**src/rtl/platform_pkg.sv**
```systemverilog
// Shared types and constant platform geometry for the floor-lookup engine.
package platform_pkg;

  localparam int PLAT_ENTRIES = 8;
  localparam logic [9:0] SCREEN_BOTTOM = 10'd479;

  typedef struct packed {
    logic [9:0] x;
    logic [9:0] y;
    logic [9:0] w;
    logic [9:0] h;
  } plat_t;

  typedef plat_t [PLAT_ENTRIES-1:0] plat_tbl_t;

  typedef enum logic [1:0] {IDLE, SCAN, DONE} state_t;

  // Unused slots sit off-screen with zero width so they can never become the floor.
  function automatic plat_tbl_t default_plat_table();
    plat_tbl_t t;
    for (int i = 0; i < PLAT_ENTRIES; i++) t[i] = '{x: 10'd0, y: 10'd600, w: 10'd0, h: 10'd0};
    t[0] = '{x: 10'd200, y: 10'd380, w: 10'd50, h: 10'd5};
    t[1] = '{x: 10'd400, y: 10'd400, w: 10'd30, h: 10'd5};
    t[2] = '{x: 10'd220, y: 10'd300, w: 10'd40, h: 10'd5};
    return t;
  endfunction

  localparam plat_tbl_t PLAT_TABLE = default_plat_table();

endpackage

```
**src/rtl/rr_arbiter.sv**
```systemverilog
// Round-robin arbiter: combinational grant from a rotating pointer, pointer
// advances past the served requester when told to.
module rr_arbiter #(
  parameter int N = 4,
  localparam int IW = (N > 1) ? $clog2(N) : 1
) (
  input  logic          Clk,
  input  logic          Reset_n,
  input  logic [N-1:0]  req,
  input  logic          advance,
  input  logic [IW-1:0] served_idx,
  output logic [N-1:0]  grant_oh,
  output logic [IW-1:0] grant_idx,
  output logic          grant_valid
);

  logic [IW-1:0] ptr_reg;
  logic [IW:0]   cand_sum;

  always_ff @(posedge Clk) begin
    if (!Reset_n) begin
      ptr_reg <= '0;
    end else if (advance) begin
      ptr_reg <= (served_idx == IW'(N - 1)) ? '0 : served_idx + 1'b1;
    end
  end

  // Scan offsets from the pointer, wrapping modulo N; first hit wins.
  always_comb begin
    grant_oh    = '0;
    grant_idx   = '0;
    grant_valid = 1'b0;
    cand_sum    = '0;
    for (int k = 0; k < N; k++) begin
      cand_sum = {1'b0, ptr_reg} + k[IW:0];
      if (cand_sum >= (IW+1)'(N)) cand_sum = cand_sum - (IW+1)'(N);
      if (!grant_valid && req[cand_sum[IW-1:0]]) begin
        grant_valid                = 1'b1;
        grant_idx                  = cand_sum[IW-1:0];
        grant_oh[cand_sum[IW-1:0]] = 1'b1;
      end
    end
  end

endmodule

```
**src/rtl/platform_floor_scheduler.sv**
```systemverilog
// Shared floor-lookup engine: one comparator walks the platform table per granted
// requester. Optional hit reporting is enabled with PLATFORM_HIT_INFO_EN.
module platform_floor_scheduler #(
  parameter int NREQ = 4,
  parameter int NPLAT = 8,
  parameter logic [9:0] SCREEN_BOTTOM = platform_pkg::SCREEN_BOTTOM,
  parameter platform_pkg::plat_tbl_t PLAT_TABLE_P = platform_pkg::PLAT_TABLE,
  localparam int IDXW = (NPLAT > 1) ? $clog2(NPLAT) : 1,
  localparam int GW = (NREQ > 1) ? $clog2(NREQ) : 1
) (
  input  logic               Clk,
  input  logic               Reset_n,
  input  logic [NREQ-1:0]    req_i,
  input  logic [NREQ*10-1:0] obj_x_i,
  input  logic [NREQ*10-1:0] obj_y_i,
  input  logic [NREQ*10-1:0] obj_s_i,
  output logic [NREQ-1:0]    done_o,
  output logic [9:0]         y_max_o,
  output logic               busy_o
`ifdef PLATFORM_HIT_INFO_EN
  ,
  output logic               hit_o,
  output logic [IDXW-1:0]    hit_idx_o
`endif
);
  import platform_pkg::*;

  state_t          state_reg;
  logic [NREQ-1:0] gnt_oh_reg;
  logic [GW-1:0]   gnt_idx_reg;
  logic [9:0]      x_reg, y_reg, s_reg, best_reg;
  logic [IDXW-1:0] idx_reg;

  logic [9:0]      x_arr [NREQ];
  logic [9:0]      y_arr [NREQ];
  logic [9:0]      s_arr [NREQ];

  logic [NREQ-1:0] arb_oh;
  logic [GW-1:0]   arb_idx;
  logic            arb_valid;
  logic            arb_advance;

  plat_t              ent;
  logic signed [11:0] ox, oy, os, px, py, pw, ph, top;
  logic               qual, better;
  logic [9:0]         best_next;

  genvar gi;
  generate
    for (gi = 0; gi < NREQ; gi++) begin : g_unpack
      assign x_arr[gi] = obj_x_i[10*gi +: 10];
      assign y_arr[gi] = obj_y_i[10*gi +: 10];
      assign s_arr[gi] = obj_s_i[10*gi +: 10];
    end
  endgenerate

  assign arb_advance = (state_reg == DONE);

  rr_arbiter #(.N(NREQ)) u_arb (
    .Clk         (Clk),
    .Reset_n     (Reset_n),
    .req         (req_i),
    .advance     (arb_advance),
    .served_idx  (gnt_idx_reg),
    .grant_oh    (arb_oh),
    .grant_idx   (arb_idx),
    .grant_valid (arb_valid)
  );

  // Zero-extend to 12-bit signed so x-s and px-pw go negative instead of wrapping.
  assign ent = PLAT_TABLE_P[idx_reg];
  assign ox  = $signed({2'b00, x_reg});
  assign oy  = $signed({2'b00, y_reg});
  assign os  = $signed({2'b00, s_reg});
  assign px  = $signed({2'b00, ent.x});
  assign py  = $signed({2'b00, ent.y});
  assign pw  = $signed({2'b00, ent.w});
  assign ph  = $signed({2'b00, ent.h});
  assign top = py - ph;

  assign qual      = ((ox + os) >= (px - pw)) && ((ox - os) <= (px + pw)) && ((oy + os) <= top);
  assign better    = qual && (top < $signed({2'b00, best_reg}));
  assign best_next = better ? top[9:0] : best_reg;

`ifdef PLATFORM_HIT_INFO_EN
  logic            hit_run_reg;
  logic [IDXW-1:0] hit_idx_run_reg;
`endif

  always_ff @(posedge Clk) begin
    if (!Reset_n) begin
      state_reg   <= IDLE;
      gnt_oh_reg  <= '0;
      gnt_idx_reg <= '0;
      x_reg       <= '0;
      y_reg       <= '0;
      s_reg       <= '0;
      best_reg    <= SCREEN_BOTTOM;
      idx_reg     <= '0;
      done_o      <= '0;
      y_max_o     <= SCREEN_BOTTOM;
      busy_o      <= 1'b0;
`ifdef PLATFORM_HIT_INFO_EN
      hit_run_reg     <= 1'b0;
      hit_idx_run_reg <= '0;
      hit_o           <= 1'b0;
      hit_idx_o       <= '0;
`endif
    end else begin
      case (state_reg)
        IDLE: begin
          done_o <= '0;
          if (arb_valid) begin
            gnt_oh_reg  <= arb_oh;
            gnt_idx_reg <= arb_idx;
            x_reg       <= x_arr[arb_idx];
            y_reg       <= y_arr[arb_idx];
            s_reg       <= s_arr[arb_idx];
            best_reg    <= SCREEN_BOTTOM;
            idx_reg     <= '0;
            busy_o      <= 1'b1;
            state_reg   <= SCAN;
`ifdef PLATFORM_HIT_INFO_EN
            hit_run_reg     <= 1'b0;
            hit_idx_run_reg <= '0;
`endif
          end
        end
        SCAN: begin
          best_reg <= best_next;
          idx_reg  <= idx_reg + 1'b1;
`ifdef PLATFORM_HIT_INFO_EN
          if (better) begin
            hit_run_reg     <= 1'b1;
            hit_idx_run_reg <= idx_reg;
          end
`endif
          // Results are registered on the last entry so they are visible during DONE.
          if (idx_reg == IDXW'(NPLAT - 1)) begin
            idx_reg   <= '0;
            y_max_o   <= best_next;
            done_o    <= gnt_oh_reg;
            state_reg <= DONE;
`ifdef PLATFORM_HIT_INFO_EN
            hit_o     <= hit_run_reg | better;
            hit_idx_o <= better ? idx_reg : hit_idx_run_reg;
`endif
          end
        end
        DONE: begin
          done_o    <= '0;
          busy_o    <= 1'b0;
          state_reg <= IDLE;
        end
        default: state_reg <= IDLE;
      endcase
    end
  end

endmodule

```
**config.mk**
```make
export PLATFORM = sky130hd
export DESIGN_NAME = platform_floor_scheduler
export DESIGN_NICKNAME = d
export VERILOG_FILES = /design/src/rtl/platform_pkg.sv /design/src/rtl/rr_arbiter.sv /design/src/rtl/platform_floor_scheduler.sv
export SDC_FILE = /design/constraint.sdc
export NUM_CORES = 1
export LEC_CHECK = 0
export CAP_MARGIN = 40
export CORE_MARGIN = 2
export CORE_UTILIZATION = 53
export DETAILED_ROUTE_END_ITERATION = 7
export GPL_TIMING_DRIVEN = 0
export PLACE_DENSITY = 0.88
export SETUP_SLACK_MARGIN = 0.15
export SYNTH_ARGS = -nofsm -noshare
export SYNTH_HDL_FRONTEND = slang
export SYNTH_SLANG_ARGS = --single-unit
export TNS_END_PERCENT = 10
```
**constraint.sdc**
```tcl
create_clock -name Clk -period 5 [get_ports Clk]
set_input_delay 0.5 -clock Clk [delete_from_list [all_inputs] [get_ports Clk]]
set_output_delay 0.5 -clock Clk [all_outputs]
set_load 0.1 [all_outputs]
```
==> impl_metrics.xml <==
<?xml version="1.0" encoding="UTF-8"?>
<metrics>
  <group name="worst_setup_path">
    <metric name="r2r-end" unit="">best_reg[6]$_SDFFE_PN1P_</metric>
    <metric name="critical_path_cell_sequence" unit="">clkbuf_2, inv_1, ha_1, nor2_1, nor4_1, and2_1, xnor2_1, ha_1, and2_1, a221oi_1, o21ai_0, o221ai_1, nand4_1, nor3_1, buf_4, mux2_2</metric>
    <metric name="critical-path-slowest-cell" unit="">dfxtp_1</metric>
    <metric name="ff2ff_path_depth" unit="">16</metric>
    <metric name="critPathArrivalTime" unit="ns">4.79</metric>
    <metric name="cp-start-kind" unit="">flop</metric>
    <metric name="setup_slack_of_the_most_critical_reg_to_reg_path" unit="ns">0.45</metric>
    <metric name="required_time_of_the_worst_setup_path" unit="ns">5.23</metric>
    <metric name="highest_net_fanout_along_the_worst_path" unit="">10</metric>
    <metric name="setup.worst_path.class" unit="">reg -&gt; reg</metric>
    <metric name="slowest_delay" unit="ns">0.46</metric>
    <metric name="critPathCaptureType" unit="">flop</metric>
    <metric name="timing.rr.start" unit="">ent[37]$_SDFF_PP0_</metric>
  </group>
  <group name="cells_and_area">
    <metric name="fill_cells" unit="">928</metric>
    <metric name="multi_input_comb_area" unit="sq um">4886</metric>
    <metric name="finalNetCount" unit="">1172</metric>
    <metric name="insertedDiodeCount" unit="">0</metric>
    <metric name="post_route_cells_drive_above_1_share" unit="">0.08021</metric>
    <metric name="syn_to_final_growth" unit="%">31.39</metric>
    <metric name="final_core_utilization" unit="">0.7174</metric>
    <metric name="seq_area" unit="sq um">1563</metric>
  </group>
  <group name="timing">
    <metric name="slew_violations" unit="">0</metric>
    <metric name="tightest_slew" unit="ns">0.7114</metric>
    <metric name="setup-violations-final" unit="">0</metric>
    <metric name="fin_hold_ws" unit="ns">0.4574</metric>
    <metric name="hold_viol_final" unit="">0</metric>
    <metric name="final_layout_setup_total_negative_slack" unit="ns">0</metric>
    <metric name="postLayoutSetupSlackWorst" unit="ns">0.4479</metric>
    <metric name="skew" unit="ns">0.007842</metric>
    <metric name="final.min_clock_period" unit="ns">4.552</metric>
    <metric name="rsz0062_at_grt" unit="">false</metric>
    <metric name="fin_crit_sh" unit="">0.9104</metric>
    <metric name="worst_slew_margin_relative_to_its_limit" unit="">0.5195</metric>
    <metric name="max_clock_freq" unit="MHz">219.7</metric>
  </group>
  <group name="global_routing">
    <metric name="antenna_found_initial" unit="">0</metric>
    <metric name="groute.usage.overall" unit="">0.2647</metric>
    <metric name="grt_max_degree" unit="">15</metric>
    <metric name="grt_pass1_wl" unit="microns">30340</metric>
    <metric name="grt_remaining_overflow" unit="">0</metric>
    <metric name="via_count_of_the_first_global_routing_pass" unit="">6405</metric>
  </group>
  <group name="clock_network">
    <metric name="clock_insertion_delay_at_the_later_pin_of_the_skew_report" unit="ns">0.34</metric>
    <metric name="cts_max_path_buffers" unit="">2</metric>
    <metric name="tritoncts" unit="">yes</metric>
    <metric name="tritoncts.num_buffers" unit="">9</metric>
    <metric name="clkSlewWorstSetupHoldPaths" unit="ns">0.06</metric>
    <metric name="cts-root-buf" unit="">clkbuf_16</metric>
    <metric name="post_cts_hold_buffer_count" unit="">0</metric>
    <metric name="numClockSinks" unit="">78</metric>
    <metric name="htree_levels" unit="">3</metric>
  </group>
  <group name="yosys">
    <metric name="post_synth_xor_area_fraction" unit="">0.03782</metric>
    <metric name="synth_top_area_frac" unit="">0.2248</metric>
    <metric name="postSynth.asyncResetShare" unit="">0</metric>
    <metric name="syn_inst" unit="">788</metric>
    <metric name="most_numerous_cell_types_in_the_synthesized_netlist" unit="">mux2i_1 (98), ha_1 (86), dfxtp_1 (78)</metric>
    <metric name="synth.ff_latch_count" unit="">78</metric>
    <metric name="synth-compound-area-share" unit="">0.1850</metric>
    <metric name="yosys.area.top_type" unit="">dfxtp_1</metric>
    <metric name="syn_nets" unit="">1005</metric>
    <metric name="synth.yosys.seq_area_share" unit="">0.2248</metric>
    <metric name="synthesis.area_per_instance" unit="sq um">8.816</metric>
    <metric name="synth_area_in_simple_gates" unit="">0.1473</metric>
    <metric name="most_instantiated_flip_flop_cell_in_the_synthesis_netlist" unit="">dfxtp_1</metric>
    <metric name="synthAdderAreaFrac" unit="">0.1693</metric>
    <metric name="yosysUniqueCellTypes" unit="">67</metric>
    <metric name="muxShareOfSynthArea" unit="">0.1639</metric>
    <metric name="yosysMostFrequentCell" unit="">mux2i_1</metric>
    <metric name="number_of_synthesized_flops_with_an_enable_pin" unit="">0</metric>
    <metric name="synthesis.area" unit="sq um">6947</metric>
    <metric name="synth-warning-count" unit="">0</metric>
    <metric name="dominant_combinational_cell_family_by_area_after_synthesis" unit="">compound AO/OA/AOI/OAI gates</metric>
    <metric name="synth.area.top_cells" unit="">dfxtp_1 (22%), ha_1 (15%), mux2i_1 (14%)</metric>
  </group>
  <group name="min_path">
    <metric name="min_from" unit="">gnt_oh_reg[2]$_SDFFE_PN0P_</metric>
    <metric name="min_path_type" unit="">reg -&gt; reg</metric>
    <metric name="min_path_cells" unit="">2</metric>
    <metric name="whs_endpoint" unit="">done_o[2]$_SDFFE_PN0P_</metric>
  </group>
  <group name="floorplan">
    <metric name="coreArea" unit="sq um">12720</metric>
    <metric name="die_w" unit="microns">118.5</metric>
    <metric name="initial_utilization" unit="">0.5460</metric>
    <metric name="design.portCount" unit="">141</metric>
    <metric name="dieArea" unit="sq um">14040</metric>
    <metric name="placementRows" unit="">41</metric>
    <metric name="die_height" unit="microns">118.5</metric>
  </group>
  <group name="route">
    <metric name="drt.antenna.violating_nets" unit="">0</metric>
    <metric name="num_vias" unit="">6617</metric>
    <metric name="dr_drc_count" unit="">0</metric>
    <metric name="route.final.wire_length" unit="microns">19120</metric>
    <metric name="post_drt_via_cell_ratio" unit="">5.845</metric>
    <metric name="drtIter0Drc" unit="">374</metric>
    <metric name="drt-pass1-iter-count" unit="">4</metric>
    <metric name="routed_wire_length_per_instance" unit="microns">16.89</metric>
  </group>
  <group name="place">
    <metric name="place.port_buffers" unit="">140</metric>
    <metric name="place.gp.congestion" unit="">0.9270</metric>
    <metric name="pre_cts_slack" unit="ns">0.1619</metric>
    <metric name="dp_hpwl" unit="microns">15120</metric>
  </group>
  <group name="status">
    <metric name="run_status" unit="">finished clean</metric>
  </group>
  <group name="power">
    <metric name="power.density" unit="nW/um^2">268.8</metric>
    <metric name="ir_worst_vdd" unit="mV">0.2447</metric>
    <metric name="total_power" unit="mW">2.453</metric>
    <metric name="p_leak" unit="nW">3.839</metric>
  </group>
  <group name="run">
    <metric name="max_cap_violations" unit="">0</metric>
  </group>
</metrics>
[worst max path at each step]
stage,end,cells after the start,startpoint
2_1_floorplan,best_reg[2]$_SDFFE_PN1P_,18,s_reg[1]$_SDFFE_PN0P_
3_3_place_gp,best_reg[7]$_SDFFE_PN1P_,16,ent[37]$_SDFF_PP0_
3_5_place_dp,best_reg[6]$_SDFFE_PN1P_,16,ent[37]$_SDFF_PP0_
4_1_cts,y_max_o[0]$_SDFFE_PN1P_,16,ent[37]$_SDFF_PP0_
5_1_grt,best_reg[6]$_SDFFE_PN1P_,18,s_reg[1]$_SDFFE_PN0P_
6_report,best_reg[6]$_SDFFE_PN1P_,16,ent[37]$_SDFF_PP0_
[cell families after synthesis]
| group | Yosys count |
|---|---|
| AND/OR/NAND/NOR | 203 |
| adder cells (fa/ha/maj) | 91 |
| multiplexers | 108 |
| AO/OA/AOI/OAI | 176 |
| XOR/XNOR | 30 |
| flip-flops | 78 |
| buffers and inverters | 102 |
[through the flow]
| step | instances | instance area, sq um |
|---|---|---|
| floorplan | 788 | 6947 |
| global route | 1132 | 9128 |
| detailed placement | 1115 | 8788 |
| CTS | 1132 | 9120 |
| global placement | 1100 | 8563 |
| finish | 1132 | 9128 |
[layout make-up]
type	count	area share
clock buffers	10	0.02509
plain buffers	37	0.02769
well taps	172	0.02358
repair buffers	156	0.1790
clock inverters	6	0.01042
flip-flops and latches	78	0.1712
inverters	65	0.02769
multi-input cells	608	0.5353
[metal layers]
layer	share of wire	global-route usage
met1	0.42	0.3145
met2	0.49	0.4711
met3	0.054	0.03234
met4	0.039	0.1272
met5	0	0
[repair_timing]
action	in CTS	in global routing
buffers inserted	1	0
setup endpoints to repair	4	10
pin swaps	1	0
gates resized for setup	0	6
[layout by cell type, fill, tap and decap left out, types with 23 or more instances in the layout]
master,instances
inv_1,60
xnor2_1,23
dfxtp_1,77
nand2_1,35
a21oi_1,43
nor2_1,57
a22o_1,30
ha_1,86
clkdlybuf4s50_1,140
mux2i_1,98
nor3_1,24
[where the power goes]
group / internal [mW] / switching [mW] / total (mW)
combinational: 0.472 / 0.551 / 1.02
sequential: 0.665 / 0.0507 / 0.716
clock: 0.441 / 0.272 / 0.714
total: 1.58 / 0.874 / 2.45
[critical path, delay by kind of cell, from the launching register on]
family	cells	cell delay, ns
multiplexers	1	0.35
flip-flops	1	0.46
XOR/XNOR	1	0.26
AO/OA/AOI/OAI	3	0.74
buffers and inverters	3	0.69
adder cells (fa/ha/maj)	2	0.72
AND/OR/NAND/NOR	6	1.23
No activity file was read; power rests on OpenSTA's default activity.
